<file path="src/rtl/alu_cmd_driver_if.sv">
// Command/response handshake bundle between a command source and alu_cmd_driver.
// cmd_*: command word in (valid/ready). rsp_*: captured ALU result plus its command out.
// slave = driver side, master = command source / consumer side.
interface alu_cmd_driver_if;
  logic       cmd_valid;
  logic       cmd_ready;
  logic [7:0] cmd_data;
  logic       rsp_valid;
  logic       rsp_ready;
  logic [7:0] rsp_data;
  logic [7:0] rsp_cmd;

  modport slave (
    input  cmd_valid, cmd_data, rsp_ready,
    output cmd_ready, rsp_valid, rsp_data, rsp_cmd
  );

  modport master (
    output cmd_valid, cmd_data, rsp_ready,
    input  cmd_ready, rsp_valid, rsp_data, rsp_cmd
  );
endinterface

</file>
<file path="src/rtl/alu_cmd_driver.sv">
// Purpose: per command, pulse the ALU reset, present the word on IN7..IN0, hold it, capture OUT7..OUT0.
// Latency: accept at edge E -> alu_out sampled at E+RST_CYCLES+HOLD_CYCLES; rsp_valid from that edge on.
// Backpressure: cmd_ready low outside IDLE; response held stable until rsp_ready.
// Ports: CLK, rst (async, active-low), bus (cmd/rsp handshake), alu_rst/alu_in/alu_out to the ALU,
//        busy (not IDLE), cmd_count (completed responses, saturating).
module alu_cmd_driver #(
  parameter int unsigned RST_CYCLES  = 1,
  parameter int unsigned HOLD_CYCLES = 2
) (
  input  logic                CLK,
  input  logic                rst,
  alu_cmd_driver_if.slave     bus,
  output logic                alu_rst,
  output logic [7:0]          alu_in,
  input  logic [7:0]          alu_out,
  output logic                busy,
  output logic [15:0]         cmd_count
);

  typedef enum logic [1:0] {
    IDLE    = 2'd0,
    ALU_RST = 2'd1,
    HOLD    = 2'd2,
    RESP    = 2'd3
  } state_t;

  // Counters are loaded with N-1 so the phase lasts exactly N cycles.
  localparam logic [3:0] RST_LD  = 4'(RST_CYCLES - 1);
  localparam logic [3:0] HOLD_LD = 4'(HOLD_CYCLES - 1);

  state_t      state_q;
  logic [3:0]  cnt_q;
  logic [7:0]  cmd_q;
  logic        cmd_ready_q;
  logic        alu_rst_q;
  logic [7:0]  alu_in_q;
  logic        rsp_valid_q;
  logic [7:0]  rsp_data_q;
  logic [7:0]  rsp_cmd_q;
  logic        busy_q;
  logic [15:0] cmd_count_q;

  // Every output is written together with the state transition that implies it,
  // so outputs are registered and line up with the state they belong to.
  always_ff @(posedge CLK or negedge rst) begin
    if (!rst) begin
      state_q     <= IDLE;
      cnt_q       <= 4'd0;
      cmd_q       <= 8'h00;
      cmd_ready_q <= 1'b1;
      alu_rst_q   <= 1'b0;
      alu_in_q    <= 8'h00;
      rsp_valid_q <= 1'b0;
      rsp_data_q  <= 8'h00;
      rsp_cmd_q   <= 8'h00;
      busy_q      <= 1'b0;
      cmd_count_q <= 16'h0000;
    end else begin
      case (state_q)
        IDLE: begin
          if (bus.cmd_valid) begin
            cmd_q       <= bus.cmd_data;
            cnt_q       <= RST_LD;
            state_q     <= ALU_RST;
            cmd_ready_q <= 1'b0;
            busy_q      <= 1'b1;
            alu_rst_q   <= 1'b1;
            alu_in_q    <= bus.cmd_data;
          end
        end
        ALU_RST: begin
          if (cnt_q == 4'd0) begin
            cnt_q     <= HOLD_LD;
            state_q   <= HOLD;
            alu_rst_q <= 1'b0;
          end else begin
            cnt_q <= cnt_q - 4'd1;
          end
        end
        HOLD: begin
          if (cnt_q == 4'd0) begin
            rsp_data_q  <= alu_out;
            rsp_cmd_q   <= cmd_q;
            rsp_valid_q <= 1'b1;
            state_q     <= RESP;
          end else begin
            cnt_q <= cnt_q - 4'd1;
          end
        end
        RESP: begin
          if (rsp_valid_q && bus.rsp_ready) begin
            rsp_valid_q <= 1'b0;
            if (cmd_count_q != 16'hFFFF) begin
              cmd_count_q <= cmd_count_q + 16'd1;
            end
            alu_in_q    <= 8'h00;
            state_q     <= IDLE;
            busy_q      <= 1'b0;
            cmd_ready_q <= 1'b1;
          end
        end
        default: begin
          state_q     <= IDLE;
          cmd_ready_q <= 1'b1;
          busy_q      <= 1'b0;
          alu_rst_q   <= 1'b0;
          alu_in_q    <= 8'h00;
          rsp_valid_q <= 1'b0;
        end
      endcase
    end
  end

  assign bus.cmd_ready = cmd_ready_q;
  assign bus.rsp_valid = rsp_valid_q;
  assign bus.rsp_data  = rsp_data_q;
  assign bus.rsp_cmd   = rsp_cmd_q;
  assign alu_rst       = alu_rst_q;
  assign alu_in        = alu_in_q;
  assign busy          = busy_q;
  assign cmd_count     = cmd_count_q;

endmodule

</file>
<file path="src/flat_wrapper.sv">
// flat-port wrapper written by rule: the top's interface ports become plain ports
module alu_cmd_driver_flat 
#(
  parameter int unsigned RST_CYCLES  = 1,
  parameter int unsigned HOLD_CYCLES = 2
)
  (CLK, rst, alu_rst, alu_in, alu_out, busy, cmd_count, bus_cmd_valid, bus_cmd_data, bus_rsp_ready, bus_cmd_ready, bus_rsp_valid, bus_rsp_data, bus_rsp_cmd);
  alu_cmd_driver_if bus_i ();
  input  logic CLK;
  input  logic rst;
  output logic alu_rst;
  output logic [7:0] alu_in;
  input  logic [7:0] alu_out;
  output logic busy;
  output logic [15:0] cmd_count;
  input wire logic [$bits(bus_i.cmd_valid)-1:0] bus_cmd_valid;
  input wire logic [$bits(bus_i.cmd_data)-1:0] bus_cmd_data;
  input wire logic [$bits(bus_i.rsp_ready)-1:0] bus_rsp_ready;
  output wire logic [$bits(bus_i.cmd_ready)-1:0] bus_cmd_ready;
  output wire logic [$bits(bus_i.rsp_valid)-1:0] bus_rsp_valid;
  output wire logic [$bits(bus_i.rsp_data)-1:0] bus_rsp_data;
  output wire logic [$bits(bus_i.rsp_cmd)-1:0] bus_rsp_cmd;
  assign bus_i.cmd_valid = bus_cmd_valid;
  assign bus_i.cmd_data = bus_cmd_data;
  assign bus_i.rsp_ready = bus_rsp_ready;
  assign bus_cmd_ready = bus_i.cmd_ready;
  assign bus_rsp_valid = bus_i.rsp_valid;
  assign bus_rsp_data = bus_i.rsp_data;
  assign bus_rsp_cmd = bus_i.rsp_cmd;
  alu_cmd_driver #(.RST_CYCLES(RST_CYCLES), .HOLD_CYCLES(HOLD_CYCLES)) u_core (.CLK(CLK), .rst(rst), .bus(bus_i), .alu_rst(alu_rst), .alu_in(alu_in), .alu_out(alu_out), .busy(busy), .cmd_count(cmd_count));
endmodule
</file>
<file path="config.mk">
export PLATFORM = sky130hd
export DESIGN_NAME = alu_cmd_driver_flat
export DESIGN_NICKNAME = d
export VERILOG_FILES = /design/src/rtl/alu_cmd_driver_if.sv /design/src/rtl/alu_cmd_driver.sv /design/src/flat_wrapper.sv
export SDC_FILE = /design/constraint.sdc
export NUM_CORES = 1
export LEC_CHECK = 0
export CORE_ASPECT_RATIO = 0.75
export CORE_UTILIZATION = 34
export CTS_CLUSTER_DIAMETER = 60
export CTS_CLUSTER_SIZE = 12
export DETAILED_ROUTE_END_ITERATION = 10
export DONT_BUFFER_PORTS = 1
export HOLD_SLACK_MARGIN = 0.03
export PLACE_DENSITY = 0.58
export SETUP_SLACK_MARGIN = 0.2
export SLEW_MARGIN = 20
export SYNTH_ARGS = -nofsm -noshare
export SYNTH_HDL_FRONTEND = slang
export SYNTH_SLANG_ARGS = --single-unit
</file>
<file path="constraint.sdc">
create_clock -name CLK -period 2.43 [get_ports CLK]
set_input_delay 0.486 -clock CLK [delete_from_list [all_inputs] [get_ports CLK]]
set_output_delay 0.486 -clock CLK [all_outputs]
set_load 0.01 [all_outputs]
</file>
# After elaboration in Yosys (flattened, before gate mapping)
# Cells that the tools add are included.
# Widths: inputs -> output; s select.
[word_totals] regBits=58 inputBits=20 output_inout_bits=44 word_cells=59
[classes] add_sub_neg=2 eq_ne=9 muxes=22 n_reduce_logical=15
[ops] operator="$add 16x1->16 const B" count=1
[ops] operator="$mux 8" count=2
[ops] operator="$ne 16x16->1 const B" count=1
[ops] operator="$pmux 8 s2" count=1
[ops] operator="$reduce_and 3->1" count=5
[ops] operator="$mux 4" count=3
[ops] operator="$pmux 4 s3" count=1
[ops] operator="$mux 2" count=4
[ops] operator="$pmux 1 s2" count=4
[ops] operator="$pmux 2 s4" count=1
[ops] operator="$mux 1" count=6
[ops] operator="$ne 2x1->1 const B" count=3
[ops] operator="$reduce_bool 2->1" count=3
[ops] operator="$eq 2x2->1 const B" count=2
[ops] operator="$logic_not 4->1" count=1
[ops] operator="$ne 2x2->1 const B" count=2
[ops] operator="$reduce_and 2->1" count=2
[ops] operator="$reduce_and 4->1" count=1
[ops] operator="$sub 4x1->4 const B" count=1
[ops] operator="$reduce_bool 3->1" count=1
[ops] operator="$eq 2x1->1 const B" count=1
[ops] operator="$logic_not 2->1" count=1
[ops] operator="$logic_and 1x1->1" count=1

# Depth between registers and ports, before layout
[depth] depth_word=3 mapped_depth=7 mapped_depth_nobuf=6

# Least setup slack after synthesis
# No wires, ideal clock.
[synth_timing] path_type="reg-to-reg" start="reg u_core.state_q[0]" end="reg u_core.rsp_data_q[6] (netlist: u_core.bus.rsp_data[6])" setup_time_ns=0.125 arrival_time_ns=1.724 required_time_ns=2.305 setup_slack_ns=0.581 path_stages_with_launch=7 path_buffers=1 period_less_slack_ns=1.849 cell_sequence="dfrtp_1 inv_1 ha_1 inv_1 nor3_4 buf_2 mux2_2"
[synth_via] elab_chain_len=2
[synth_lines] item="from (decl)" line_no="alu_cmd_driver.sv:31" rtl="state_t state_q;"
[synth_lines] item="from (signal assigned)" line_no="alu_cmd_driver.sv:47" rtl="state_q <= IDLE;"
[synth_lines] item="from (signal assigned)" line_no="alu_cmd_driver.sv:64" rtl="state_q <= ALU_RST;"
[synth_lines] item="from (signal assigned)" line_no="alu_cmd_driver.sv:74" rtl="state_q <= HOLD;"
[synth_lines] item="$eq 2x2->1" line_no="alu_cmd_driver.sv:59" rtl="case (state_q)"
[synth_lines] item="$reduce_and 2->1 (no line)"
[synth_lines] item="to (signal assigned)" line_no="alu_cmd_driver.sv:82" rtl="rsp_data_q <= alu_out;"
[synth_lines] item="to (decl)" line_no="alu_cmd_driver.sv:38" rtl="logic [7:0] rsp_data_q;"
# No other way between the ends.
# A chain may end at the register's enable or synchronous reset.

# Final worst setup path
[layout_timing] start="reg u_core.state_q[0]" end="reg u_core.alu_in_q[0] (netlist: u_core.alu_in[0])"
[layout_via] elab_chain_len=3
[layout_lines] item="$eq 2x2->1 or $logic_not 2->1 (tied branches)" line_no="alu_cmd_driver.sv:59"
[layout_lines] item="$ne 2x1->1 (no line) (tied with other cells)"
[layout_lines] item="$reduce_and 3->1 (no line)"
[layout_lines] item="to (signal assigned)" line_no="alu_cmd_driver.sv:68" rtl="alu_in_q <= bus.cmd_data;"
[layout_lines] item="to (decl)" line_no="alu_cmd_driver.sv:36" rtl="logic [7:0] alu_in_q;"
# Several ways; a longest one is shown, not always the timed one.

==> impl_metrics.toml <==
[status]
status = "finished clean"

[synthesis]
ys_types = 44
synth_top_cell_area_share = 0.543
ys_seq_area_frac = 0.553
synth_nets = 238
syn_avg_cell_area_um2 = 12.5
synthCells = 210
synth_top_cell_by_area = "dfrtp_1"
ys.warnings.count = 0
synth_area_leaders = "dfrtp_1 (54%), mux2_2 (10%), ha_1 (3.8%), xor2_1 (3.3%), a22o_1 (3.0%)"
synth_seq_cells = 58
synth_edf_count = 0
synth_flop_cell = "dfrtp_1"
synth_area_mm2 = 0.00263
async_reset_ff_frac = 1.00

[global_routing]
grt_pass1_vias = 1652
track_usage = 0.138
grt_antenna_before_repair = 0
grt_pass1_wl_um = 8470
grt-ovfl-total = 0
grt_max_degree = 59

[min_path]
hold_depth = 1
hp-class = "input port to flip-flop"

[detailed_routing]
wirelength_um = 5100
drc = 0
antenna_left = 0
drtIter0Drc = 87
vias_per_cell = 5.02
drtPass1Iterations = 5
num_vias = 1656
routedWlPerCell_um = 15.4

[timing]
final_hold_viol_count = 0
rsz0062_at_grt = "false"
min_period_ns = 1.88
slew_headroom = 0.505
final.setup.worst_slack_ns = 0.545
fin_worst_skew_ns = 0.00905
clock.fmax_mhz = 531
slew_viol_final = 0
period_share = 0.776
setup_viol = 0
fin_tns_setup_ns = 0
finalHoldWorstSlack_ns = 0.291
tightest_slew_ns = 0.738

[clock_network]
cts_resized = 0
cts_buffer_depth = 2
clock_latency_ns = 0.33
cts_tree = "done"
cts_buffers = 9
clock_sinks = 58
clk_pin_slew_worst_paths_ns = 0.06
postCtsSetupBuffers = 0
clock_tree.root_cell = "clkbuf_8"
cts.htree.levels = 3

[place]
port_buffers = 0
place_area_mm2 = 0.00277
gp_congestion = 0.779
dp_slack_ns = 0.571
dp_hpwl_um = 3490

[power_and_ir_drop]
swShare = 0.365
power_frac_comb = 0.330
powerDensity_mw_per_mm2 = 1270
clkPwrFrac = 0.195
cellInternalPower_w = 0.00240
p_sw_w = 0.00138
seq_power_share = 0.475
p_leak_nw = 1.37
ir_worst_vdd_v = 0.000492

[cells_and_area]
final_nets = 252
area_growth_pct = 13.0
final_util = 0.401
fill_cells = 703
multiInputGateArea_mm2 = 0.00113
final_common_cell = "dfrtp_1"
n_antenna_cell = 0
drive_gt1_frac = 0.227
final_cell_mix = "dfrtp_1 (57), mux2_2 (24), nand2_1 (11)"
final_area_mm2 = 0.00297
register_area_mm2 = 0.00145

[critical_path]
worstSetupStartpointType = "flip-flop"
critical_path.max_stage_delay_ns = 0.42
required_ns = 2.64
worstSetupPathType = "flip-flop to flip-flop"
worst_setup_path_end_kind = "flip-flop"
worst_path_max_delay_cell = "dfrtp_1"
crit_chain = "inv_1, ha_1, nor2b_1, a21oi_1, o21ai_1, a22o_1"
reg2reg_depth = 6
worstPathArrival_ns = 2.09
cp_max_fo = 10

[floorplan]
die_y_um = 78.1
dieArea_mm2 = 0.00809
ioPinCount = 64
rows = 27
initial_core_util = 0.355
die_w_um = 104
design.core.area_mm2 = 0.00740

[run]
drv_cap = 0
-- cell usage after synthesis (5+ instances only) --
cell type / n
nand2_1: 11
a22o_1: 9
nor3_1: 7
o21ai_0: 5
xor2_1: 10
nor2_1: 10
ha_1: 8
a31oi_1: 6
dfrtp_1: 57
nand3_1: 6
mux2_2: 24
inv_1: 10
-- routing by layer --
| layer | part of all wire | GRT usage | up-vias |
|---|---|---|---|
| met5 | 0 | 0 | - |
| met4 | 0.0069 | 0.0478 | 0 |
| met3 | 0.056 | 0.0673 | 2 |
| met2 | 0.46 | 0.208 | 29 |
| met1 | 0.48 | 0.171 | 838 |
| li1 | - | - | 787 |
-- cell type report --
type / instances / area share
clock inverter: 3 / 0.00506
sequential: 58 / 0.489
multi-input combinational: 140 / 0.380
inverter: 10 / 0.0126
clock buffer: 13 / 0.0501
timing repair buffer: 5 / 0.0202
tap: 101 / 0.0426
-- state kept, by name, indices dropped and copies added (netlist names) --
name,count
u_core.cmd_count,16
u_core.alu_in,8
u_core.bus.rsp_cmd,8
u_core.bus.rsp_data,8
u_core.cmd_q,8
u_core.cnt_q,4
u_core.state_q,2
u_core.alu_rst,1
u_core.bus.cmd_ready,1
u_core.bus.rsp_valid,1
u_core.busy,1
-- what timing repair did --
action | in CTS | in global routing
hold buffers | 2 | 0
setup endpoints to repair | 0 | 0
endpoints found under the hold margin | 58 | 0
-- per-stage QoR --
step	std cells	power, W
2_1_floorplan	210	0.00272
3_3_place_gp	312	0.00303
3_5_place_dp	312	0.00305
4_1_cts	330	0.00385
5_1_grt	330	0.00407
6_report	330	0.00378
-- power by group through the flow --
stage / Sequential, W / Combinational, W / Clock [W]
floorplan: 0.00172 / 0.00100 / 0
global placement: 0.00181 / 0.00121 / 0
detailed placement: 0.00182 / 0.00123 / 0
CTS: 0.00181 / 0.00126 / 0.000779
global route: 0.00184 / 0.00140 / 0.000825
finish: 0.00179 / 0.00125 / 0.000739
-- kinds of logic (layout without fill, tap and decap cells) --
kind of cell / count (synthesis) / after routing / share of synthesized area
AO/OA/AOI/OAI: 32 / 32 / 0.0862
XOR/XNOR: 12 / 12 / 0.0400
adder cells (fa/ha/maj): 8 / 8 / 0.0381
buffers and inverters: 12 / 31 / 0.0176
flip-flops: 58 / 58 / 0.553
multiplexers: 27 / 27 / 0.117
AND/OR/NAND/NOR: 61 / 61 / 0.149
-- worst max-delay path, delay by kind of cell, from the launching register on --
kind,cells,cell delay (ns)
adders and majority gates,1,0.25
and+or+nand+nor,1,0.16
buffers and inverters,1,0.10
DFF,1,0.42
AOI/OAI and AO/OA,3,0.83
-- path summary, 6_finish.rpt --
check	slack, ns	from	endpoint
max in group asynchronous	1.45	rst	u_core.bus.cmd_ready
min in group asynchronous	0.66	rst	u_core.cmd_count[12]
worst max-delay path	0.55	u_core.state_q[0]	u_core.alu_in[0]
worst min-delay path	0.29	bus_cmd_data[2]	u_core.alu_in[2]
worst max register to register	0.55	u_core.state_q[0]	u_core.alu_in[0]
worst min register to register	0.49	u_core.cmd_q[0]	u_core.bus.rsp_cmd[0]
(Power assumes the default switching activity.)
==> patch 1: new RTL, same settings <==
Re-encode `state_t` (4 states) as Gray code, 2 bits wide.
--- a/src/rtl/alu_cmd_driver.sv
+++ b/src/rtl/alu_cmd_driver.sv
@@ -18,10 +18,10 @@
 );
 
   typedef enum logic [1:0] {
-    IDLE    = 2'd0,
-    ALU_RST = 2'd1,
-    HOLD    = 2'd2,
-    RESP    = 2'd3
+    IDLE    = 2'b00,
+    ALU_RST = 2'b01,
+    HOLD    = 2'b11,
+    RESP    = 2'b10
   } state_t;
 
   // Counters are loaded with N-1 so the phase lasts exactly N cycles.
Check against the original RTL: same outputs for any inputs over 10 cycles, from zero or initial values and one cycle with rst low; not proved beyond that.
==> patch 1 against the unedited design <==
Worst setup slack got worse by 0.14 ns; design area decreased by 5.4%; routed wire length down 8.4%; synthesized area decreased by 7.1%; fmax decreased by 7.0%; sequential cell count did not move; total power decreased by 9.1%; synthesized cell count fell by 10%; largest cell class unchanged; critical path type unchanged; largest power group unchanged; combinational power fell by 40%.
==> patch 1: results (changes against the unedited design) <==
- Max_slew headroom: 0.636 (was 0.505)
- Largest cells by area after synthesis: dfrtp_1, mux2_2, xor2_1, a22o_1, nand2_1 (was dfrtp_1, mux2_2, ha_1, xor2_1, a22o_1)
- Vias per cell: 4.89 (was 5.02)
- Clock transition at the registers of the reported paths: 0.06 ns (about the same)
- Largest register FFs: 16 (unchanged)
- Worst EP arrival: 2.24 ns (was 2.09 ns)
- # DRC: 0 (unchanged)
- Clock root buffer: clkbuf_8 (unchanged)
- Internal: 2.33 mW (was 2.40 mW)
- Async S/R FF share, synth: 1.00 (unchanged)
- Net count, final: 219 (was 252)
- Tot GR Track Use: 0.140 (was 0.138)
- ANT cells: 0 (unchanged)
- Inst Count DP: 282 (was 312)
- Layout cells sized above 1: 0.257 (was 0.227)
- CTS Buf Count: 9 (unchanged)
- Leakage power: 1.29 nW (was 1.37 nW)
- First-pass GRT wire length: 7.67 mm (was 8.47 mm)
- CTS H-tree depth: 3 (unchanged)
- Routed WL per cell: 15.6 µm (was 15.4 µm)
- Number of synthesis warnings: 0 (unchanged)
- Crit path max fanout: 17 (was 10)
- Synth cell types: 37 (was 44)
- DRT iter0 DRCs: 60 (was 87)
- VDD IR-drop max: 0.556 mV (was 0.492 mV)
- Initial antenna violation count: 0 (unchanged)
- Mapped Avg Cell Area: 13.0 µm² (was 12.5 µm²)
- Final cell count without fillers: 300 (was 330)
- Post-synthesis sequential area ratio: 0.595 (was 0.553)
- Max clock buf depth: 2 (unchanged)
- Clock Latency Late Sink: 0.33 ns (about the same)
- Synthesized net count: 210 (was 238)
- Count leader, synth: dfrtp_1 (unchanged)
- Final Wtd Congestion: 0.775 (was 0.779)
- IO Port Bufs: 0 (unchanged)
- Status: complete, no violations (unchanged)
- DRT Pass-1 Iters: 4 (was 5)
- Hpwl dp: 3.10 mm (was 3.49 mm)
- Largest net degree at the start of global routing: 59 (unchanged)
- HP Class: input port to flip-flop (unchanged)
- Number of global-route vias before repair: 1467 (was 1652)
- Place WS: 0.402 ns (was 0.571 ns)
- Post-synth EDFFs: 0 (unchanged)
- Routed Antenna Nets: 0 (unchanged)
- Post-CTS setup buffer count: 0 (unchanged)
- Worst Skew: 0.00677 ns (was 0.00905 ns)
- Top cells by count, synth: dfrtp_1, mux2_2, nand2_1, xor2_1 (was dfrtp_1, mux2_2, nand2_1)
==> patch 1: cell count changes in the layout (fill, tap and decap cells not counted), moves of 3 or more <==
cell	delta
ha_1	-6
a21oi_1	+4
a31oi_1	-4
a211oi_1	+3
clkbuf_1	-3
nor2_1	-3
nor2b_1	-3
nor3_1	-3
o31ai_1	+3
==> patch 1: kinds of logic after synthesis <==
group | after synthesis | synth area share
XOR/XNOR | 13 | 0.0466
multiplexers | 25 | 0.117
adder cells (fa/ha/maj) | 2 | 0.0102
flip-flops | 58 | 0.595
buffers and inverters | 15 | 0.0256
AO/OA/AOI/OAI | 30 | 0.0861
AND/OR/NAND/NOR | 45 | 0.119
==> patch 1: final cells by class <==
type                            instances  area (µm²)
Clock buffer                            9         124
Clock inverter                          7        93.8
Fill cell                             658        4060
Inverter                                8        30.0
Multi-Input combinational cell        115         926
Sequential cell                        58        1450
Tap cell                               98         123
Timing Repair Buffer                    5        60.1
==> patch 1: worst paths after layout <==
path                                  from                     to  slack [ns]  depth (start not counted)
hold / removal               bus_rsp_ready      u_core.state_q[1]        0.26                          1
min in group asynchronous              rst    u_core.cmd_count[9]        0.67                          2
setup reg to reg           u_core.cnt_q[0]  u_core.bus.rsp_cmd[1]        0.40                          5
hold reg to reg            u_core.cmd_q[0]        u_core.cmd_q[0]        0.50                          1
max in group asynchronous              rst   u_core.bus.cmd_ready        1.45                          2
setup / recovery           u_core.cnt_q[0]  u_core.bus.rsp_cmd[1]        0.40                          5
==> patch 1: what timing repair did <==
action	CTS	global route
hold buffers	2	0
gates resized for setup	0	0
endpoints found under the setup margin	0	0
hold endpoints to repair	58	0
==> patch 1: critical path, stage by stage, from the launching register on <==
cell     delay [ns]
dfrtp_1        0.40
inv_1          0.07
ha_1           0.17
nor3b_1        0.40
nand3_2        0.46
mux2_2         0.42
==> patch 1: power groups by stage <==
stage	Combinational (mW)	Sequential [mW]	Clock [mW]
3_5_place_dp	0.729	1.75	0
3_3_place_gp	0.706	1.75	0
5_1_grt	0.839	1.79	1.04
4_1_cts	0.758	1.74	1.00
6_report	0.746	1.73	0.961
2_1_floorplan	0.656	1.64	0
==> patch 1: metrics by stage <==
step	hold slack, ns	area, µm²	utilization
after floorplan	0.190	2440	-
after global placement	0.192	2550	0.372
after detailed placement	0.192	2550	0.372
after CTS	0.229	2810	0.409
after global routing	0.241	2810	0.409
final	0.256	2810	0.409
==> patch 1: layer usage <==
| metal | share of wire | global-route usage | up-vias |
|---|---|---|---|
| li1 | - | - | 694 |
| met1 | 0.48 | 0.192 | 728 |
| met3 | 0.088 | 0.0835 | 4 |
| met2 | 0.42 | 0.178 | 40 |
| met4 | 0.0096 | 0.0539 | 0 |
| met5 | 0 | 0 | - |
==> patch 2: new RTL, same flow settings <==
Made on the original files. Reset style: synchronous (`rst`), changed in one clocked block. Comments in the files are not updated.
--- a/src/rtl/alu_cmd_driver.sv
+++ b/src/rtl/alu_cmd_driver.sv
@@ -42,7 +42,7 @@
 
   // Every output is written together with the state transition that implies it,
   // so outputs are registered and line up with the state they belong to.
-  always_ff @(posedge CLK or negedge rst) begin
+  always_ff @(posedge CLK) begin
     if (!rst) begin
       state_q     <= IDLE;
       cnt_q       <= 4'd0;
Function: differs if rst is asserted again (counterexample within 4 cycles, from zero or initial values and one cycle with rst low); with rst held inactive, the same outputs for 10 cycles.
==> patch 2 against the unedited design <==
Total power fell by 23%; routed wire length increased by 15%; worst setup slack lost 0.097 ns; design area fell by 2.4%; die area is 2.7% lower; synthesized area fell by 2.8%; utilization rose by 1.1 points; sequential cell count stayed put; worst hold slack got worse by 0.066 ns; critical path type unchanged; largest power group unchanged.
==> patch 2: results (changes against the unedited design) <==
- CTS resizes: 0 (unchanged)
- Synthesized instance count: 303 (was 210)
- Async S/R FF share, synth: 0 (was 1.00)
- DRT iter0 DRCs: 118 (was 87)
- Comb group: 0.671 mW (was 1.25 mW)
- Initial antenna violation count: 0 (unchanged)
- Top_reg_cell synth: dfxtp_1 (was dfrtp_1)
- Worst-margin pin slew: 0.681 ns (was 0.738 ns)
- CTS Buf Count: 9 (unchanged)
- Largest register FFs: 16 (unchanged)
- Multiplexer share of the synthesized area: 0.0157 (was 0.117)
- Number of global-route vias before repair: 1889 (was 1652)
- Layout cells sized above 1: 0.0935 (was 0.227)
- DRT Pass-1 Iters: 5 (unchanged)
- Top cells by count, synth: nand2_1, dfxtp_1, a21oi_1, nand3_1, nor2_1 (was dfrtp_1, mux2_2, nand2_1)
- Area fraction in compound gates after synthesis: 0.195 (was 0.0862)
- Crit path max fanout: 8 (was 10)
- Final cell count without fillers: 408 (was 330)
- Routed Wire Length: 5.88 mm (was 5.10 mm)
- Largest cells by area after synthesis: dfxtp_1, nand2_1, a21oi_1, ha_1, nand3_1 (was dfrtp_1, mux2_2, ha_1, xor2_1, a22o_1)
- M2 GR Usage: 0.228 (was 0.208)
- Net count, final: 333 (was 252)
- Top Layer Used: met4 (unchanged)
- Worst EP arrival: 2.26 ns (was 2.09 ns)
- Met2 routed WL: 2.58 mm (was 2.33 mm)
- Power Clock: 1.01 mW (was 0.739 mW)
- XOR/XNOR Fraction of Synth Area: 0 (was 0.0400)
- Hpwl dp: 4.14 mm (was 3.49 mm)
- Leakage power: 1.00 nW (was 1.37 nW)
- Post-synthesis sequential area ratio: 0.454 (was 0.553)
- Met3 usage: 0.0802 (was 0.0673)
- Final Wtd Congestion: 0.809 (was 0.779)
- Post-CTS setup buffer count: 0 (unchanged)
- Clock transition at the registers of the reported paths: 0.07 ns
- Inst Count DP: 392 (was 312)
- Met1 Track Usage GR: 0.202 (was 0.171)
- Adder-Cell Fraction of Synth Area: 0.0392 (was 0.0381)
- Number of synthesis warnings: 0 (unchanged)
- Wl on met1: 2.83 mm (was 2.44 mm)
- CTS H-tree depth: 3 (unchanged)
- Status: complete, no violations (unchanged)
- Synth cell types: 48 (was 44)
- Met3 WL: 415 µm (was 283 µm)
- Tot GR Track Use: 0.157 (was 0.138)
- Largest net degree at the start of global routing: 29 (was 59)
- VDD IR-drop max: 0.300 mV (was 0.492 mV)
- Max clock buf depth: 2 (unchanged)
- ANT cells: 0 (unchanged)
- Worst Skew: 0.00927 ns (was 0.00905 ns)
- Clock root buffer: clkbuf_8 (unchanged)
- Internal: 1.97 mW (was 2.40 mW)
- IO Port Bufs: 0 (unchanged)
- Vias: 2190 (was 1656)
- Clock Latency Late Sink: between 0.3 and 0.4 ns
- HP Class: input port to flip-flop (unchanged)
- First-pass GRT wire length: 9.43 mm (was 8.47 mm)
patch 2: changes by cell type in the layout (fill, tap and decap cells not counted), sizes merged, moves of 8 or more:
cell	before	now
dfxtp	0	58
dfrtp	57	0
nand2	11	59
a21oi	2	42
mux2	26	0
xor2	10	0
a22o	9	0
nand3	8	17
a22oi	0	8
patch 2: final timing paths:
| check | start | cells past startpoint | slack, ns | end |
|---|---|---|---|---|
| max reg2reg | u_core.state_q[0] | 5 | 0.45 | u_core.cmd_count[14] |
| min | rst | 1 | 0.23 | u_core.bus.cmd_ready |
| max | u_core.state_q[0] | 5 | 0.45 | u_core.cmd_count[14] |
| min reg2reg | u_core.cmd_q[2] | 2 | 0.45 | u_core.bus.rsp_cmd[2] |
patch 2: layout make-up:
type | count | area, µm²
Inverter | 7 | 26.3
Tap cell | 98 | 123
Timing Repair Buffer | 5 | 37.5
Sequential cell | 58 | 1160
Clock inverter | 6 | 88.8
Clock buffer | 10 | 138
Fill cell | 730 | 4130
Multi-Input combinational cell | 224 | 1330
patch 2: cell families after synthesis:
| logic type | after synthesis |
|---|---|
| and+or+nand+nor | 132 |
| muxes | 4 |
| buffers and inverters | 21 |
| DFF | 58 |
| AOI/OAI and AO/OA | 80 |
| adders and majority gates | 8 |
patch 2: per-stage QoR:
step                      cell area [µm²]  power, mW  hold WS, ns  worst slack [ns]   util
after floorplan                      2550       1.76        0.432             0.680      -
after detailed placement             2670       1.94        0.447             0.459  0.380
after global placement               2670       1.93        0.445             0.508  0.380
final                                2900       2.93        0.225             0.448  0.413
after global routing                 2900       3.11        0.195             0.294  0.413
after CTS                            2900       2.95        0.213             0.458  0.413
patch 2: worst max-delay path, cell delays in order (launching register included):
cell     delay, ns
dfxtp_1       0.41
ha_1          0.29
and3_1        0.38
nand3_2       0.20
or4_1         0.50
a21oi_1       0.14
